--- config.mk ---
export PLATFORM = sky130hd
export DESIGN_NAME = sram_port_ctrl_flat
export DESIGN_NICKNAME = d
export VERILOG_FILES = /design/src/rtl/sram_port_ctrl_if.sv /design/src/rtl/sram_port_ctrl.sv /design/src/flat_wrapper.sv
export SDC_FILE = /design/constraint.sdc
export NUM_CORES = 1
export LEC_CHECK = 0
export CORE_AREA = 2 2 102 104
export DETAILED_ROUTE_END_ITERATION = 8
export DIE_AREA = 0 0 104 106
export PLACE_DENSITY = 0.8
export SETUP_SLACK_MARGIN = 0.3
export SYNTH_ARGS = -nofsm -noshare
export SYNTH_HDL_FRONTEND = slang
export SYNTH_SLANG_ARGS = --single-unit
--- constraint.sdc ---
create_clock -name clock -period 3.1 [get_ports clock]
set_input_delay 0.62 -clock clock [delete_from_list [all_inputs] [get_ports clock]]
set_output_delay 0.62 -clock clock [all_outputs]
set_load 0.02 [all_outputs]
--- src/rtl/sram_port_ctrl_if.sv ---
// Request/response channel between the core's load/store path and
// sram_port_ctrl. master = requester (core), slave = sram_port_ctrl.
interface sram_port_ctrl_if #(
  parameter int DATA_WIDTH = 32,
  parameter int ADDR_WIDTH = 7
);
  localparam int MASK_WIDTH = DATA_WIDTH / 8;

  logic                  req_valid;
  logic                  req_ready;
  logic                  req_write;
  logic [ADDR_WIDTH-1:0] req_addr;
  logic [DATA_WIDTH-1:0] req_wdata;
  logic [MASK_WIDTH-1:0] req_wmask;

  logic                  rsp_valid;
  logic                  rsp_ready;
  logic                  rsp_write;
  logic [DATA_WIDTH-1:0] rsp_rdata;

  modport master (
    output req_valid, req_write, req_addr, req_wdata, req_wmask, rsp_ready,
    input  req_ready, rsp_valid, rsp_write, rsp_rdata
  );

  modport slave (
    input  req_valid, req_write, req_addr, req_wdata, req_wmask, rsp_ready,
    output req_ready, rsp_valid, rsp_write, rsp_rdata
  );
endinterface

--- src/rtl/sram_port_ctrl.sv ---
// sram_port_ctrl: drives one RW port of an OpenRAM macro (clk0 tied to clock).
// Reads, full writes and byte-masked writes (done as read-modify-write) are
// taken from a valid/ready request stream, one at a time; read data and write
// acks return on a valid/ready response channel. All outputs are registered.
// Optional macro SRAM_PORT_CTRL_CLEAR_EN: after reset, zero every SRAM word
// (one write per cycle) before accepting requests.
module sram_port_ctrl #(
  parameter int DATA_WIDTH = 32,
  parameter int ADDR_WIDTH = 7
) (
  input  logic                  clock,
  input  logic                  reset,
  sram_port_ctrl_if.slave       bus,
  output logic                  sram_csb0,
  output logic                  sram_web0,
  output logic [ADDR_WIDTH-1:0] sram_addr0,
  output logic [DATA_WIDTH-1:0] sram_din0,
  input  logic [DATA_WIDTH-1:0] sram_dout0
);
  localparam int MASK_WIDTH = DATA_WIDTH / 8;

  // IDLE : waiting for a request (req_ready high)
  // RD   : read port cycle in flight (SRAM samples at the next edge)
  // CAP  : dout0 valid; capture it (read) or merge and issue the write (RMW)
  // MRG  : write port cycle in flight
  // WR   : write committed (or skipped for a zero mask); raise the ack
  // RESP : hold the response until rsp_ready
  // CLEAR: post-reset zeroing sweep (only used with the clear feature)
  typedef enum logic [2:0] {IDLE, RD, CAP, MRG, WR, RESP, CLEAR} state_e;

`ifdef SRAM_PORT_CTRL_CLEAR_EN
  localparam state_e RESET_STATE = CLEAR;
`else
  localparam state_e RESET_STATE = IDLE;
`endif

  state_e                state_q, state_d;
  logic                  req_ready_q, req_ready_d;
  logic                  rsp_valid_q, rsp_valid_d;
  logic                  rsp_write_q, rsp_write_d;
  logic [DATA_WIDTH-1:0] rsp_rdata_q, rsp_rdata_d;
  logic                  csb0_q, csb0_d;
  logic                  web0_q, web0_d;
  logic [ADDR_WIDTH-1:0] addr0_q, addr0_d;
  logic [DATA_WIDTH-1:0] din0_q, din0_d;
  logic [DATA_WIDTH-1:0] wdata_q, wdata_d;
  logic [MASK_WIDTH-1:0] wmask_q, wmask_d;
  logic                  rmw_q, rmw_d;
  logic [DATA_WIDTH-1:0] merged;
`ifdef SRAM_PORT_CTRL_CLEAR_EN
  // One extra bit so the sweep can tell "all words written" apart from address 0.
  logic [ADDR_WIDTH:0]   clr_cnt_q, clr_cnt_d;
`endif

  assign bus.req_ready = req_ready_q;
  assign bus.rsp_valid = rsp_valid_q;
  assign bus.rsp_write = rsp_write_q;
  assign bus.rsp_rdata = rsp_rdata_q;
  assign sram_csb0     = csb0_q;
  assign sram_web0     = web0_q;
  assign sram_addr0    = addr0_q;
  assign sram_din0     = din0_q;

  // Byte merge of the latched write data over the old word read back from the SRAM.
  always_comb begin
    merged = sram_dout0;
    for (int i = 0; i < MASK_WIDTH; i++) begin
      if (wmask_q[i]) merged[8*i +: 8] = wdata_q[8*i +: 8];
    end
  end

  // Next-state and next-output logic for the port sequencer.
  always_comb begin
    // NOTE: every signal gets a default before the case so no path leaves one
    // unassigned, which would otherwise infer a latch.
    state_d     = state_q;
    rsp_valid_d = rsp_valid_q;
    rsp_write_d = rsp_write_q;
    rsp_rdata_d = rsp_rdata_q;
    csb0_d      = 1'b1;
    web0_d      = 1'b1;
    addr0_d     = addr0_q;
    din0_d      = din0_q;
    wdata_d     = wdata_q;
    wmask_d     = wmask_q;
    rmw_d       = rmw_q;
`ifdef SRAM_PORT_CTRL_CLEAR_EN
    clr_cnt_d   = clr_cnt_q;
`endif

    case (state_q)
      IDLE: begin
        if (bus.req_valid && req_ready_q) begin
          addr0_d = bus.req_addr;
          wdata_d = bus.req_wdata;
          wmask_d = bus.req_wmask;
          rmw_d   = 1'b0;
          if (!bus.req_write) begin
            csb0_d  = 1'b0;
            state_d = RD;
          end else if (bus.req_wmask == '1) begin
            csb0_d  = 1'b0;
            web0_d  = 1'b0;
            din0_d  = bus.req_wdata;
            state_d = MRG;
          end else if (bus.req_wmask == '0) begin
            // Nothing to write: skip the SRAM and ack on the next edge.
            state_d = WR;
          end else begin
            csb0_d  = 1'b0;
            rmw_d   = 1'b1;
            state_d = RD;
          end
        end
      end
      RD: state_d = CAP;
      CAP: begin
        if (rmw_q) begin
          // Read-to-write turnaround: old word is on dout0 now.
          csb0_d  = 1'b0;
          web0_d  = 1'b0;
          din0_d  = merged;
          state_d = MRG;
        end else begin
          rsp_valid_d = 1'b1;
          rsp_write_d = 1'b0;
          rsp_rdata_d = sram_dout0;
          state_d     = RESP;
        end
      end
      MRG: state_d = WR;
      WR: begin
        rsp_valid_d = 1'b1;
        rsp_write_d = 1'b1;
        rsp_rdata_d = '0;
        state_d     = RESP;
      end
      RESP: begin
        if (bus.rsp_ready) begin
          rsp_valid_d = 1'b0;
          state_d     = IDLE;
        end
      end
`ifdef SRAM_PORT_CTRL_CLEAR_EN
      CLEAR: begin
        if (clr_cnt_q[ADDR_WIDTH]) begin
          state_d = IDLE;
        end else begin
          csb0_d    = 1'b0;
          web0_d    = 1'b0;
          addr0_d   = clr_cnt_q[ADDR_WIDTH-1:0];
          din0_d    = '0;
          clr_cnt_d = clr_cnt_q + {{ADDR_WIDTH{1'b0}}, 1'b1};
        end
      end
`endif
      default: state_d = IDLE;
    endcase

    // Only one transaction in flight: ready exactly when heading back to IDLE.
    req_ready_d = (state_d == IDLE);
  end

  // State and output registers with synchronous reset.
  always_ff @(posedge clock) begin
    // NOTE: sequential state uses non-blocking assignments so every flop
    // samples the pre-edge values regardless of statement order.
    if (reset) begin
      state_q     <= RESET_STATE;
      req_ready_q <= 1'b0;
      rsp_valid_q <= 1'b0;
      rsp_write_q <= 1'b0;
      rsp_rdata_q <= '0;
      csb0_q      <= 1'b1;
      web0_q      <= 1'b1;
      addr0_q     <= '0;
      din0_q      <= '0;
      wdata_q     <= '0;
      wmask_q     <= '0;
      rmw_q       <= 1'b0;
`ifdef SRAM_PORT_CTRL_CLEAR_EN
      clr_cnt_q   <= '0;
`endif
    end else begin
      state_q     <= state_d;
      req_ready_q <= req_ready_d;
      rsp_valid_q <= rsp_valid_d;
      rsp_write_q <= rsp_write_d;
      rsp_rdata_q <= rsp_rdata_d;
      csb0_q      <= csb0_d;
      web0_q      <= web0_d;
      addr0_q     <= addr0_d;
      din0_q      <= din0_d;
      wdata_q     <= wdata_d;
      wmask_q     <= wmask_d;
      rmw_q       <= rmw_d;
`ifdef SRAM_PORT_CTRL_CLEAR_EN
      clr_cnt_q   <= clr_cnt_d;
`endif
    end
  end
endmodule
--- src/flat_wrapper.sv ---
// flat-port wrapper written by rule: the top's interface ports become plain ports
module sram_port_ctrl_flat 
#(
  parameter int DATA_WIDTH = 32,
  parameter int ADDR_WIDTH = 7
)
  (clock, reset, sram_csb0, sram_web0, sram_addr0, sram_din0, sram_dout0, bus_req_valid, bus_req_write, bus_req_addr, bus_req_wdata, bus_req_wmask, bus_rsp_ready, bus_req_ready, bus_rsp_valid, bus_rsp_write, bus_rsp_rdata);
  sram_port_ctrl_if #(.DATA_WIDTH(DATA_WIDTH), .ADDR_WIDTH(ADDR_WIDTH)) bus_i ();
  input  logic clock;
  input  logic reset;
  output logic sram_csb0;
  output logic sram_web0;
  output logic [ADDR_WIDTH-1:0] sram_addr0;
  output logic [DATA_WIDTH-1:0] sram_din0;
  input  logic [DATA_WIDTH-1:0] sram_dout0;
  input wire logic [$bits(bus_i.req_valid)-1:0] bus_req_valid;
  input wire logic [$bits(bus_i.req_write)-1:0] bus_req_write;
  input wire logic [$bits(bus_i.req_addr)-1:0] bus_req_addr;
  input wire logic [$bits(bus_i.req_wdata)-1:0] bus_req_wdata;
  input wire logic [$bits(bus_i.req_wmask)-1:0] bus_req_wmask;
  input wire logic [$bits(bus_i.rsp_ready)-1:0] bus_rsp_ready;
  output wire logic [$bits(bus_i.req_ready)-1:0] bus_req_ready;
  output wire logic [$bits(bus_i.rsp_valid)-1:0] bus_rsp_valid;
  output wire logic [$bits(bus_i.rsp_write)-1:0] bus_rsp_write;
  output wire logic [$bits(bus_i.rsp_rdata)-1:0] bus_rsp_rdata;
  assign bus_i.req_valid = bus_req_valid;
  assign bus_i.req_write = bus_req_write;
  assign bus_i.req_addr = bus_req_addr;
  assign bus_i.req_wdata = bus_req_wdata;
  assign bus_i.req_wmask = bus_req_wmask;
  assign bus_i.rsp_ready = bus_rsp_ready;
  assign bus_req_ready = bus_i.req_ready;
  assign bus_rsp_valid = bus_i.rsp_valid;
  assign bus_rsp_write = bus_i.rsp_write;
  assign bus_rsp_rdata = bus_i.rsp_rdata;
  sram_port_ctrl #(.DATA_WIDTH(DATA_WIDTH), .ADDR_WIDTH(ADDR_WIDTH)) u_core (.clock(clock), .reset(reset), .bus(bus_i), .sram_csb0(sram_csb0), .sram_web0(sram_web0), .sram_addr0(sram_addr0), .sram_din0(sram_din0), .sram_dout0(sram_dout0));
endmodule
==> reports/results.ini <==
[power]
total_power_mw = 4.42
p_leak_nw = 2.29
power_density_mw_per_mm2 = 630
peakVddDrop_mv = 0.455

[layout]
seq_area_sq_mm = 0.00232
multi_input_area_sq_mm = 0.00224
drive_above_1_share_pct = 6.46
syn_to_final_growth_pct = 45.8
final_util_pct = 70.2
fillers = 788
nets = 810
antenna_cells = 0

[clock_tree]
cts_setup_buffers = 0
cts.path.max_buffers = 2
clkSinkCount = 116
post_cts_resized = 0
hold_buffers = 0
cts.clk_slew.worst_paths_ns = 0.06
cts_tree = done
clk_root_buffer_cell = clkbuf_8
clock_latency_ns = 0.51
cts_buffers = 17
htreeDepth = 4

[timing]
skew_ns = 0.0124
final-setup-viol-count = 0
slew_viol_final = 0
rsz0062_at_grt = false
fin_tns_setup_ns = 0
max_freq_mhz = 464
period_share_pct = 69.5
worst_slack_ns = 0.946
period_needed_ns = 2.15
hold_viol = 0
slew_headroom_pct = 50.9
worst_slew_pin_slew_ns = 0.736

[placement]
place_congestion = 0.833
io_buffer_count = 155
dpl.hpwl_um = 9740
place_ws_ns = 0.452

[worst_setup_path]
r2r_start = u_core.state_q[1]$_SDFF_PP0_
reg2reg_slack_ns = 0.97
rr_worst_depth = 6
reg2reg_to = u_core.bus.rsp_rdata[21]$_SDFFE_PP0P_
required_ns = 3.53
path_max_fanout = 33
crit_type = input pin to flip-flop
startpoint_type = input pin
crit_arrival_ns = 2.58
end_kind = flip-flop

[die]
ios = 156
core_sq_mm = 0.0100
rows = 37
initial_core_util_pct = 48.2
die_area_sq_mm = 0.0110
dieWidth_um = 104
fp.dieH_um = 106

[route]
dr.pass1.iters = 5
routed_wl_um = 14700
final_antenna_net_count = 0
drt_iter0_drc = 208
viasPerCell = 5.50
wl_per_cell_um = 16.7
routed-via-count = 4835
remaining_drc_errors = 0

[global_routing]
grt_overflow = 0
grt_pass1_vias = 4755
grt_pass1_wl_um = 23600
grt.total_usage_pct = 26.8
grt_max_degree = 61
grt_antenna_before_repair = 0

[yosys]
synth-warning-count = 0
synth.avg_cell_area_sq_um = 8.04
synth-seq-cells = 116
synth_edf_count = 0
async_flop_share_pct = 0
synth.distinct_cells = 35
ys.flop_type = dfxtp_1
synthTopCellsByArea = dfxtp_1, nand2_1, a21oi_1
synth_nets = 679
yosys.area.top_type = dfxtp_1
yosysTopAreaCellShare_pct = 48.2
yosysSeqAreaShare_pct = 48.2
syn-instance-count = 599
synth_area_sq_mm = 0.00482

[job]
drv_cap = 0

[hold_path]
worstHoldEndpoint = u_core.sram_din0[22]$_SDFFE_PP0P_
min_path_cells = 2
min_path_type = flip-flop to flip-flop
hp-start = u_core.sram_din0[22]$_SDFFE_PP0P_

[outcome]
run_status = completed

-- metrics by stage --
| step | instance area, sq um | cells | hold slack (ns) |
|---|---|---|---|
| 3_5_place_dp | 6380 | 847 | 0.445 |
| 3_3_place_gp | 6380 | 847 | 0.438 |
| 4_1_cts | 7020 | 879 | 0.452 |
| 6_report | 7020 | 879 | 0.452 |
| 2_1_floorplan | 4820 | 599 | 0.436 |
| 5_1_grt | 7020 | 879 | 0.463 |
-- cells by family (layout without fill, tap and decap cells) --
logic type | after synthesis | after routing | synth area share, %
AOI/OAI and AO/OA | 152 | 152 | 18.3
buffers and inverters | 53 | 197 | 5.66
DFF | 116 | 116 | 48.2
muxes | 32 | 32 | 6.65
and+or+nand+nor | 246 | 246 | 21.2
-- cells in the final DEF (no fill, tap or decap), types with 2 or more instances in the layout --
cell             instances
a211oi_1                 2
a21oi_1                108
a22oi_1                  2
buf_12                   2
buf_4                    8
bufinv_16                5
clkbuf_16               16
clkbuf_8                 2
clkdlybuf4s50_1        154
clkinv_2                 3
clkinv_4                 3
clkinvlp_4               2
dfxtp_1                116
mux2i_1                 32
nand2_1                205
nand2b_1                 5
nand3_1                 15
nor2_1                   5
nor2b_1                  3
o211ai_1                32
or4_1                    2
-- worst max-delay path by stage --
stage,from,depth (start not counted),endpoint
finish,bus_req_wmask[3],5,u_core.sram_din0[19]$_SDFFE_PP0P_
global route,u_core.state_q[1]$_SDFF_PP0_,6,u_core.bus.rsp_rdata[16]$_SDFFE_PP0P_
CTS,bus_req_wmask[3],5,u_core.sram_din0[19]$_SDFFE_PP0P_
detailed placement,bus_req_wmask[3],5,u_core.sram_din0[19]$_SDFFE_PP0P_
global placement,bus_req_wmask[3],5,u_core.sram_din0[27]$_SDFFE_PP0P_
floorplan,bus_req_valid,6,u_core.sram_din0[23]$_SDFFE_PP0P_
-- worst max-delay path, stage by stage --
cell and delay [ns]:
clkdlybuf4s50_1 0.54, and4_1 0.32, a41o_2 0.70, o211ai_1 0.18, a21oi_1 0.21
-- power by group --
group	total, mW	internal, mW	switching (mW)
Clock	2.10	1.41	0.690
Combinational	0.656	0.293	0.364
Sequential	1.67	1.58	0.0838
-- state kept, by name (all words and copies together), names as in the netlist, 3 cells and up --
register,count
u_core.state_q,3
u_core.wmask_q,4
u_core.wdata_q,32
u_core.sram_din0,32
u_core.sram_addr0,7
u_core.bus.rsp_rdata,32
-- synthesized netlist by cell type, types with 2 or more instances --
cell type and instances:
a21oi_1 108, nand2b_1 5, clkbuf_1 16, dfxtp_1 116, nand2_1 206, a211oi_1 2, or4_1 2, mux2i_1 32
buf_6 3, o211ai_1 32, buf_4 4, buf_2 28, a22oi_1 2, nor2_1 5, nor2b_1 4, nand3_1 15
-- per-layer routing --
metal | vias up | routed length (um) | track usage, %
met5 | - | 0 | 0
met4 | 0 | 256 | 9.27
met3 | 21 | 1140 | 8.40
met2 | 202 | 7360 | 47.5
met1 | 2305 | 5960 | 30.7
li1 | 2307 | - | -
-- layout make-up --
cell class	instances	share of cell area, %
Tap cell	136	2.42
Timing Repair Buffer	164	23.4
Clock buffer	19	6.15
Inverter	1	0.0535
Multi-Input combinational cell	430	32.0
Clock inverter	13	2.94
Sequential cell	116	33.1
No activity file was read; power rests on OpenSTA's default activity.
